<file path="config.mk">
export PLATFORM = sky130hd
export DESIGN_NAME = core_id_scoreboard
export DESIGN_NICKNAME = d
export VERILOG_FILES = /design/src/rtl/core_id_scoreboard_pkg.sv /design/src/rtl/core_id_scoreboard.sv
export SDC_FILE = /design/constraint.sdc
export NUM_CORES = 1
export LEC_CHECK = 0
export BUFFER_PORTS_ARGS = -buffer_cell sky130_fd_sc_hd__buf_4
export CAP_MARGIN = 30
export CORE_MARGIN = 2
export CORE_UTILIZATION = 40
export DETAILED_ROUTE_END_ITERATION = 16
export PLACE_DENSITY = 0.75
export SYNTH_ARGS = -nofsm -noshare
export SYNTH_HDL_FRONTEND = slang
export SYNTH_SLANG_ARGS = --single-unit
</file>
<file path="constraint.sdc">
create_clock -name clk -period 2.5 [get_ports clk]
set_clock_uncertainty 0.1 [all_clocks]
set_input_delay 0.125 -clock clk [delete_from_list [all_inputs] [get_ports clk]]
set_output_delay 0.125 -clock clk [all_outputs]
set_load 0.01 [all_outputs]
</file>
<file path="src/rtl/core_id_scoreboard_pkg.sv">
// ----------------------------------------------------------------------------
// core_id_scoreboard_pkg
// Purpose : shared core-wide defines (register-index width, XLEN, default
//           long-op outstanding limit) plus the localparams and types used by
//           the issue scoreboard.
// Ports   : none (package).
// ----------------------------------------------------------------------------
`ifndef CORE_DEFINES_SV
`define CORE_DEFINES_SV
`define CORE_XLEN         32
`define CORE_RFIDX_WIDTH  5
`define CORE_LONG_OSTD    2
`endif

package core_id_scoreboard_pkg;

  localparam int RFIDX_W       = `CORE_RFIDX_WIDTH;
  localparam int XLEN          = `CORE_XLEN;
  localparam int LONG_OSTD_DEF = `CORE_LONG_OSTD;

  // One cycle's worth of scoreboard activity.
  typedef struct packed {
    logic set;   // issuing long op claims rd
    logic clr;   // long-op writeback releases wb_idx
    logic inc;   // long op issued
    logic dec;   // long op retired
  } sb_upd_t;

endpackage

</file>
<file path="src/rtl/core_id_scoreboard.sv">
// ----------------------------------------------------------------------------
// core_id_scoreboard
// Purpose : issue controller between decode and execute. Tracks destination
//           registers of in-flight long-latency ops (loads, CSR reads) and
//           stalls any decoded instruction whose sources or rd are pending.
//           Also throttles long-op issue at LONG_OSTD outstanding and drains
//           the decode slot on flush. Hazards use registered state only.
// Ports   :
//   clk, rst                   clock, synchronous active-high reset
//   i_dec_valid / o_dec_ready  decode handshake
//   i_rs1_ren, i_rs2_ren       source read enables
//   i_rs1_idx, i_rs2_idx       source indices
//   i_rd_idx, i_rd_wen         destination index / write enable
//   i_long                     long-latency op
//   o_iss_valid / i_iss_ready  issue handshake to execute
//   i_wb_valid, i_wb_idx       long-op writeback
//   i_flush                    kill instruction in decode
//   o_stall                    decode held by a hazard
//   o_busy                     long ops outstanding
//   o_pending                  scoreboard bits (bit 0 always 0)
//   o_err                      sticky protocol error
// ----------------------------------------------------------------------------
module core_id_scoreboard
  import core_id_scoreboard_pkg::*;
#(
  parameter int RF_NUM    = 32,
  parameter int LONG_OSTD = LONG_OSTD_DEF
) (
  input  logic               clk,
  input  logic               rst,
  input  logic               i_dec_valid,
  output logic               o_dec_ready,
  input  logic               i_rs1_ren,
  input  logic               i_rs2_ren,
  input  logic [RFIDX_W-1:0] i_rs1_idx,
  input  logic [RFIDX_W-1:0] i_rs2_idx,
  input  logic [RFIDX_W-1:0] i_rd_idx,
  input  logic               i_rd_wen,
  input  logic               i_long,
  output logic               o_iss_valid,
  input  logic               i_iss_ready,
  input  logic               i_wb_valid,
  input  logic [RFIDX_W-1:0] i_wb_idx,
  input  logic               i_flush,
  output logic               o_stall,
  output logic               o_busy,
  output logic [RF_NUM-1:0]  o_pending,
  output logic               o_err
);

  localparam int CW = $clog2(LONG_OSTD + 1);

  logic [RF_NUM-1:0] r_pend;
  logic [CW-1:0]     r_cnt;
  logic              r_err;

  logic [RF_NUM-1:0] w_pend_nxt;
  logic [CW-1:0]     w_cnt_nxt;
  logic              w_err_nxt;
  logic              w_hazard;
  logic              w_full;
  logic              w_fire;
  sb_upd_t           w_upd;

  // x0 and out-of-range indices never hit.
  function automatic logic pend_hit(input logic [RF_NUM-1:0] p,
                                    input logic [RFIDX_W-1:0] idx);
    logic hit;
    hit = 1'b0;
    if (idx != '0 && int'(idx) < RF_NUM) hit = p[idx];
    return hit;
  endfunction

  assign w_full   = (r_cnt == CW'(LONG_OSTD));
  assign w_hazard = (i_rs1_ren & pend_hit(r_pend, i_rs1_idx)) |
                    (i_rs2_ren & pend_hit(r_pend, i_rs2_idx)) |
                    (i_rd_wen  & pend_hit(r_pend, i_rd_idx))  |
                    (i_long    & w_full);

  assign o_iss_valid = i_dec_valid & ~w_hazard & ~i_flush;
  assign o_dec_ready = i_flush | (i_iss_ready & ~w_hazard);
  assign o_stall     = i_dec_valid & w_hazard & ~i_flush;
  assign w_fire      = o_iss_valid & i_iss_ready;

  assign w_upd.set = w_fire & i_long & i_rd_wen & (i_rd_idx != '0);
  assign w_upd.clr = i_wb_valid & (i_wb_idx != '0);
  assign w_upd.inc = w_fire & i_long;
  assign w_upd.dec = i_wb_valid;

  always_comb begin
    w_pend_nxt = r_pend;
    w_cnt_nxt  = r_cnt;
    w_err_nxt  = r_err;

    // Clear first so a same-index set overrides it.
    if (w_upd.clr && int'(i_wb_idx) < RF_NUM) w_pend_nxt[i_wb_idx] = 1'b0;
    if (w_upd.set && int'(i_rd_idx) < RF_NUM) w_pend_nxt[i_rd_idx] = 1'b1;
    w_pend_nxt[0] = 1'b0;

    if (w_upd.set && w_upd.clr && i_rd_idx == i_wb_idx) w_err_nxt = 1'b1;

    unique case ({w_upd.inc, w_upd.dec})
      2'b10: w_cnt_nxt = r_cnt + CW'(1);
      2'b01: begin
        // Writeback with nothing outstanding: hold at 0, flag it.
        if (r_cnt == '0) w_err_nxt = 1'b1;
        else             w_cnt_nxt = r_cnt - CW'(1);
      end
      default: w_cnt_nxt = r_cnt;
    endcase
  end

  always_ff @(posedge clk) begin
    if (rst) begin
      r_pend <= '0;
      r_cnt  <= '0;
      r_err  <= 1'b0;
    end else begin
      r_pend <= w_pend_nxt;
      r_cnt  <= w_cnt_nxt;
      r_err  <= w_err_nxt;
    end
  end

  assign o_pending = r_pend;
  assign o_busy    = (r_cnt != '0);
  assign o_err     = r_err;

endmodule
</file>
## After elaboration in Yosys (flattened, before gate mapping)

Index checks and enable logic that the tools add are counted.

| word-level totals | value |
|---|---|
| bits in registers | 35 |
| output and inout bits | 37 |

| cells by class | value |
|---|---|
| $add $sub $neg | 2 |
| order comparisons | 6 |
| eq/ne operators | 5 |
| muxes and demuxes | 20 |
| bitwise logic cells | 23 |
| reductions and logical operators | 12 |

Operators with widths:

| cell | count |
|---|---|
| 32-bit 2-to-1 mux | 2 |
| 32-bit bitwise AND | 1 |
| 32-bit inverter | 1 |
| 32-bit OR | 1 |
| 5-bit by 6-bit < comparator with 1-bit output (second input constant) | 4 |
| 5-bit nonzero test | 4 |
| 1-bit binary-select mux with 5-bit select | 3 |
| 1-bit bitwise AND | 14 |
| 1-bit 2-to-1 mux | 11 |
| 1-bit demux with 5-bit select | 2 |
| 5-bit by 1-bit >= comparator with 1-bit output (second input constant) | 2 |
| 5-bit equality test | 1 |
| 2-bit equality test (second input constant) | 2 |
| 1-bit logical AND | 4 |
| 1-bit OR | 4 |
| 2-bit one-hot mux with 2 select lines | 1 |
| 2-bit nonzero test | 2 |
| 2-bit by 1-bit adder with 2-bit output (second input constant) | 1 |
| 2-bit by 1-bit equality test with 1-bit output (second input constant) | 1 |
| 2-bit zero test | 1 |
| 2-bit 2-to-1 mux | 1 |
| 2-bit inequality test (second input constant) | 1 |
| 1-bit inverter | 2 |
| 2-bit AND reduction | 1 |
| 2-bit by 1-bit subtractor with 2-bit output (second input constant) | 1 |

## Depth between registers and ports, before layout

| depth | value |
|---|---|
| depth in word-level cells | 19 |
| depth in mapped cells | 12 |
| gate-level depth less buffers | 8 |

## Worst setup path before layout

Ideal clock, no wire load.

| timing path | value |
|---|---|
| kind | input -> register |
| from | input i_rs2_idx[0] |
| to | register r_pend[7], in the netlist o_pending[7] |
| arrival time | 2504 ps |
| setup slack | -189 ps |
| cell stages on the path | 11 |
| buffers on the path | 3 |
| path through | clkbuf_1 mux4_2 a31oi_1 o211ai_1 o211a_2 nor4_4 nand4_4 or2_1 buf_6 buf_6 o31ai_2 |

| between the ends | value |
|---|---|
| cells in the longest elaborated chain, start to end | 15 |
| elaborated cells on any way between the ends | 16 |
| classes of those cells | 4 x mux; 11 x bitwise; 1 x reduce/logical |

RTL lines:

| item | RTL line | source |
|---|---|---|
| from (decl) | core_id_scoreboard.sv:36 | `input logic [RFIDX_W-1:0] i_rs2_idx,` |
| 1-bit binary-select mux with 5-bit select | core_id_scoreboard.sv:70 | `if (idx != '0 && int'(idx) < RF_NUM) hit = p[idx];` |
| 1-bit 2-to-1 mux (implied by the code) | core_id_scoreboard.sv:70 |  |
| 1-bit 2-to-1 mux * | core_id_scoreboard.sv:70 |  |
| 1-bit bitwise AND * | core_id_scoreboard.sv:76 | `(i_rs2_ren & pend_hit(r_pend, i_rs2_idx)) \|` |
| 1-bit OR * | core_id_scoreboard.sv:75 | `assign w_hazard = (i_rs1_ren & pend_hit(r_pend, i_rs1_idx)) \|` |
| 1-bit OR * | core_id_scoreboard.sv:76 |  |
| 1-bit OR * | core_id_scoreboard.sv:77 | `(i_rd_wen & pend_hit(r_pend, i_rd_idx)) \|` |
| 1-bit inverter * | core_id_scoreboard.sv:80 | `assign o_iss_valid = i_dec_valid & ~w_hazard & ~i_flush;` |
| 1-bit bitwise AND * (2 in series) | core_id_scoreboard.sv:80 |  |
| 1-bit bitwise AND * | core_id_scoreboard.sv:83 | `assign w_fire = o_iss_valid & i_iss_ready;` |
| 1-bit bitwise AND * (3 in series) | core_id_scoreboard.sv:85 | `assign w_upd.set = w_fire & i_long & i_rd_wen & (i_rd_idx != '0);` |
| 32-bit 2-to-1 mux * | core_id_scoreboard.sv:97 | `if (w_upd.set && int'(i_rd_idx) < RF_NUM) w_pend_nxt[i_rd_idx] = 1'b1;` |
| to (signal assigned) | core_id_scoreboard.sv:119 | `r_pend <= w_pend_nxt;` |
| to (decl) | core_id_scoreboard.sv:53 | `logic [RF_NUM-1:0] r_pend;` |

Every way passes the cells marked *; elsewhere a longest branch is shown, timed or not. The select of a mux whose other input is x is not followed.
A chain may end at the register's enable or synchronous reset.

## Final worst setup path

| timing path | value |
|---|---|
| from | register r_pend[23], in the netlist o_pending[23] |
| to | register r_pend[9], in the netlist o_pending[9] |

| between the ends | value |
|---|---|
| cells in the longest elaborated chain, start to end | 15 |
| elaborated cells on any way between the ends | 23 |
| classes of those cells | 10 x mux; 13 x bitwise |

RTL lines:

| item | RTL line |
|---|---|
| 1-bit binary-select mux with 5-bit select | core_id_scoreboard.sv:70 |
| 1-bit 2-to-1 mux (implied by the code) | core_id_scoreboard.sv:70 |
| 1-bit 2-to-1 mux | core_id_scoreboard.sv:70 |
| 1-bit bitwise AND, on equally long branches | core_id_scoreboard.sv:75, core_id_scoreboard.sv:76 |
| 1-bit OR | core_id_scoreboard.sv:75 |
| 1-bit OR * | core_id_scoreboard.sv:76 |
| 1-bit OR * | core_id_scoreboard.sv:77 |
| 1-bit inverter * | core_id_scoreboard.sv:80 |
| 1-bit bitwise AND * (2 in series) | core_id_scoreboard.sv:80 |
| 1-bit bitwise AND * | core_id_scoreboard.sv:83 |
| 1-bit bitwise AND * (3 in series) | core_id_scoreboard.sv:85 |
| 32-bit 2-to-1 mux * | core_id_scoreboard.sv:97 |

Marks and branches as above.

==> metrics.yaml <==
status: "finished, violations left"
failed_checks: "setup timing"
coreArea_um2: 6390
min_to: "o_err"
path_cells: "mux4_2 > mux2i_1 > mux2i_1 > o211a_2 > nor4_4 > nand4_4 > or4_4 > o21ai_1"
syn_avg_cell_area_um2: 8.67
cp-end-kind: "flip-flop"
netSwitchingFraction_pct: 29.9
min_period_ns: 2.79
ios: 67
rsz0062_at_grt: "yes"
crit_type: "reg2reg"
drt-initial-drc-count: 296
clk_latency_ns: 0.29
synth_area_leader_cell: "dfxtp_1"
synth_simple_gate_area_share_pct: 27.5
vias_per_cell: 6.14
cts_made_buffers: 5
cpLargestDelayFamily: "simple AND/OR/NAND/NOR gates"
worst_path_max_delay_cell: "or4_4"
crit_top_cell: "mux2i_1"
gr-total-overflow: 0
final_core_util_pct: 60.9
num_rows: 29
slew_violations: 0
fin_crit_sh_pct: 112
cp_num_buf_inv: 0
final_common_cell: "buf_4"
r2r_end: "o_pending[9]"
whs_ns: 0.108
netlist_instances: 305
synthArstFlopShare_pct: 0
fin_total_pwr_mw: 1.20
synth_top_family_by_area: "simple AND/OR/NAND/NOR gates"
antennaDiodeCount: 0
setup_violations: 37
startpoint_type: "flip-flop"
vias: 3051
yosys_warnings: 0
grt_use_total_pct: 26.8
hold_path.class: "in2reg"
reg2reg_depth: 8
cpPeakStageDelay_ns: 0.54
wl_um: 9750
clkTransAtPathRegs_ns: 0.07
hpwl_um: 7360
cts_tree: "done"
layout.nets: 450
synth_ff_type: "dfxtp_1"
layout.cells.non_filler: 497
n_fill_cell: 551
synthMuxAreaShare_pct: 21.7
die_y_um: 85.3
power.internal_uw: 839
die_width_um: 85.3
syn_area_um2: 2650
synth_seq_area_share_pct: 25.7
combPwrFrac_pct: 21.3
tns_ns: -7.80
hp-start: "rst"
clk_path_buf_depth: 2
cts_root_buffer: "clkbuf_8"
dp_cells: 488
ys_ff_latch: 34
fin_area_um2: 3890
yosys.area_share.adder_pct: 0
cp_max_fo: 8
rrSetupSlack_ns: -0.29
switchingPower_uw: 357
worstPathArrival_ns: 2.92
syn-num-nets: 335
place_area_um2: 3610
leakage_nw: 1.60
synth_cell_type_count: 57
htreeDepth: 2
slew_headroom_pct: 56.8
area_growth_pct: 47.1
synth.top_cells.by_area: "dfxtp_1 (26%), mux4_2 (13%), mux2i_1 (7.2%)"
pre_cts_ws_ns: -0.275
yosysTopAreaCellShare_pct: 25.7
synth-xor-area-share_pct: 1.32
layout-drive-gt1-share_pct: 46.4
dieArea_um2: 7280
powerDensity_nw_per_um2: 307
required_ns: 2.62
layout_common_cells: "buf_4 (127), nand2_1 (35), dfxtp_1 (27)"
rr_startpoint: "o_pending[23]"
firstDrtPassIters: 5
drv_cap: 0
antenna_found_initial: 0
layout_setup_ws_ns: -0.294
initial_core_util_pct: 41.4
synth_edf_count: 0
seq_power_share_pct: 45.6
tightest_slew_ns: 0.639
peakVddDrop_v: 0.000196
hold_depth: 2
drc_errors: 0
place_congestion: 0.926
wl_per_cell_um: 19.6
cts_sinks: 34
grt_max_degree: 25
grt_pass1_wl_um: 15200
io_buffers: 65
synth_compound_area_share_pct: 17.9
grt_pass1_vias: 2923
fmax_ghz: 0.358
clock_power_share_pct: 33.1
antenna_left: 0
hold_viol: 0
worst reg2reg max path: stages, from the launching register on:
cell     delay (ns)
dfxtp_2        0.34
mux4_2         0.46
mux2i_1        0.15
mux2i_1        0.10
o211a_2        0.27
nor4_4         0.42
nand4_4        0.17
or4_4          0.54
o21ai_1        0.19
layer usage:
| metal | up-vias | wire (µm) | track usage, % |
|---|---|---|---|
| li1 | 1389 | - | - |
| met1 | 1435 | 3930 | 34.6 |
| met2 | 196 | 4660 | 44.3 |
| met3 | 31 | 848 | 4.67 |
| met4 | 0 | 306 | 10.7 |
| met5 | - | 0 | 0 |
synthesized netlist by cell type (2+ instances only):
library cell  number
o31ai_1           16
nand3_1           20
o211ai_1          11
nand2b_1           6
o21ai_0            4
clkbuf_1          14
nor2b_1           14
dfxtp_1           34
nor2_1             7
mux2_1             2
or3b_1             2
nand2_1           35
buf_1              2
mux4_2            15
a21o_1             2
buf_2              5
a31oi_1            2
nand4_1            4
nor4_1             4
or4_1              3
buf_4              2
inv_1              8
nand3b_1          15
mux2_2             2
nor3_1             7
buf_6              2
nor3b_1            2
xor2_1             3
o21ai_1           16
mux2i_1           19
sequential cells by signal, indices dropped and copies added, names as in the netlist:
name and count:
o_pending 31, r_cnt 2, o_err 1
final cells by class:
cell class | count | area, µm² | share of cell area [%]
multi-input cells | 238 | 1960 | 50.5
repair buffers | 133 | 1030 | 26.6
flip-flops and latches | 34 | 689 | 17.7
well taps | 77 | 96.3 | 2.48
clock buffers | 5 | 68.8 | 1.77
inverters | 8 | 30.0 | 0.772
clock inverters | 2 | 10.0 | 0.257
worst max path at each step:
stage,startpoint,to,slack (ns),cells past startpoint
global route,o_pending[23],o_pending[9],-0.37,8
detailed placement,i_rs2_idx[0],o_pending[28],-0.28,9
floorplan,o_pending[23],o_pending[23],-0.17,10
CTS,o_pending[21],o_pending[21],-0.21,9
finish,o_pending[23],o_pending[9],-0.29,8
global placement,o_pending[23],o_pending[19],-0.20,9
logic make-up (layout without fill, tap and decap cells):
group | count (synthesis) | count (layout)
muxes | 38 | 38
buffers and inverters | 33 | 148
other | 1 | 1
AOI/OAI and AO/OA | 67 | 67
xor gates and xnor gates | 4 | 4
and+or+nand+nor | 128 | 128
DFF | 34 | 34
power groups by stage:
stage | registers [mW] | clock network, mW | logic (mW)
2_1_floorplan | 0.558 | 0 | 0.130
3_3_place_gp | 0.558 | 0 | 0.230
3_5_place_dp | 0.558 | 0 | 0.232
4_1_cts | 0.545 | 0.393 | 0.240
5_1_grt | 0.546 | 0.416 | 0.269
6_report | 0.546 | 0.396 | 0.254
what timing repair did:
action / 4_1_cts / 5_1_grt
hold buffers: 0 / 0
setup buffers: 2 / 1
endpoints found under the setup margin: 35 / 37
gates resized for setup: 23 / 18
pin swaps: 20 / 9
Power figures use the tool's default switching activity.
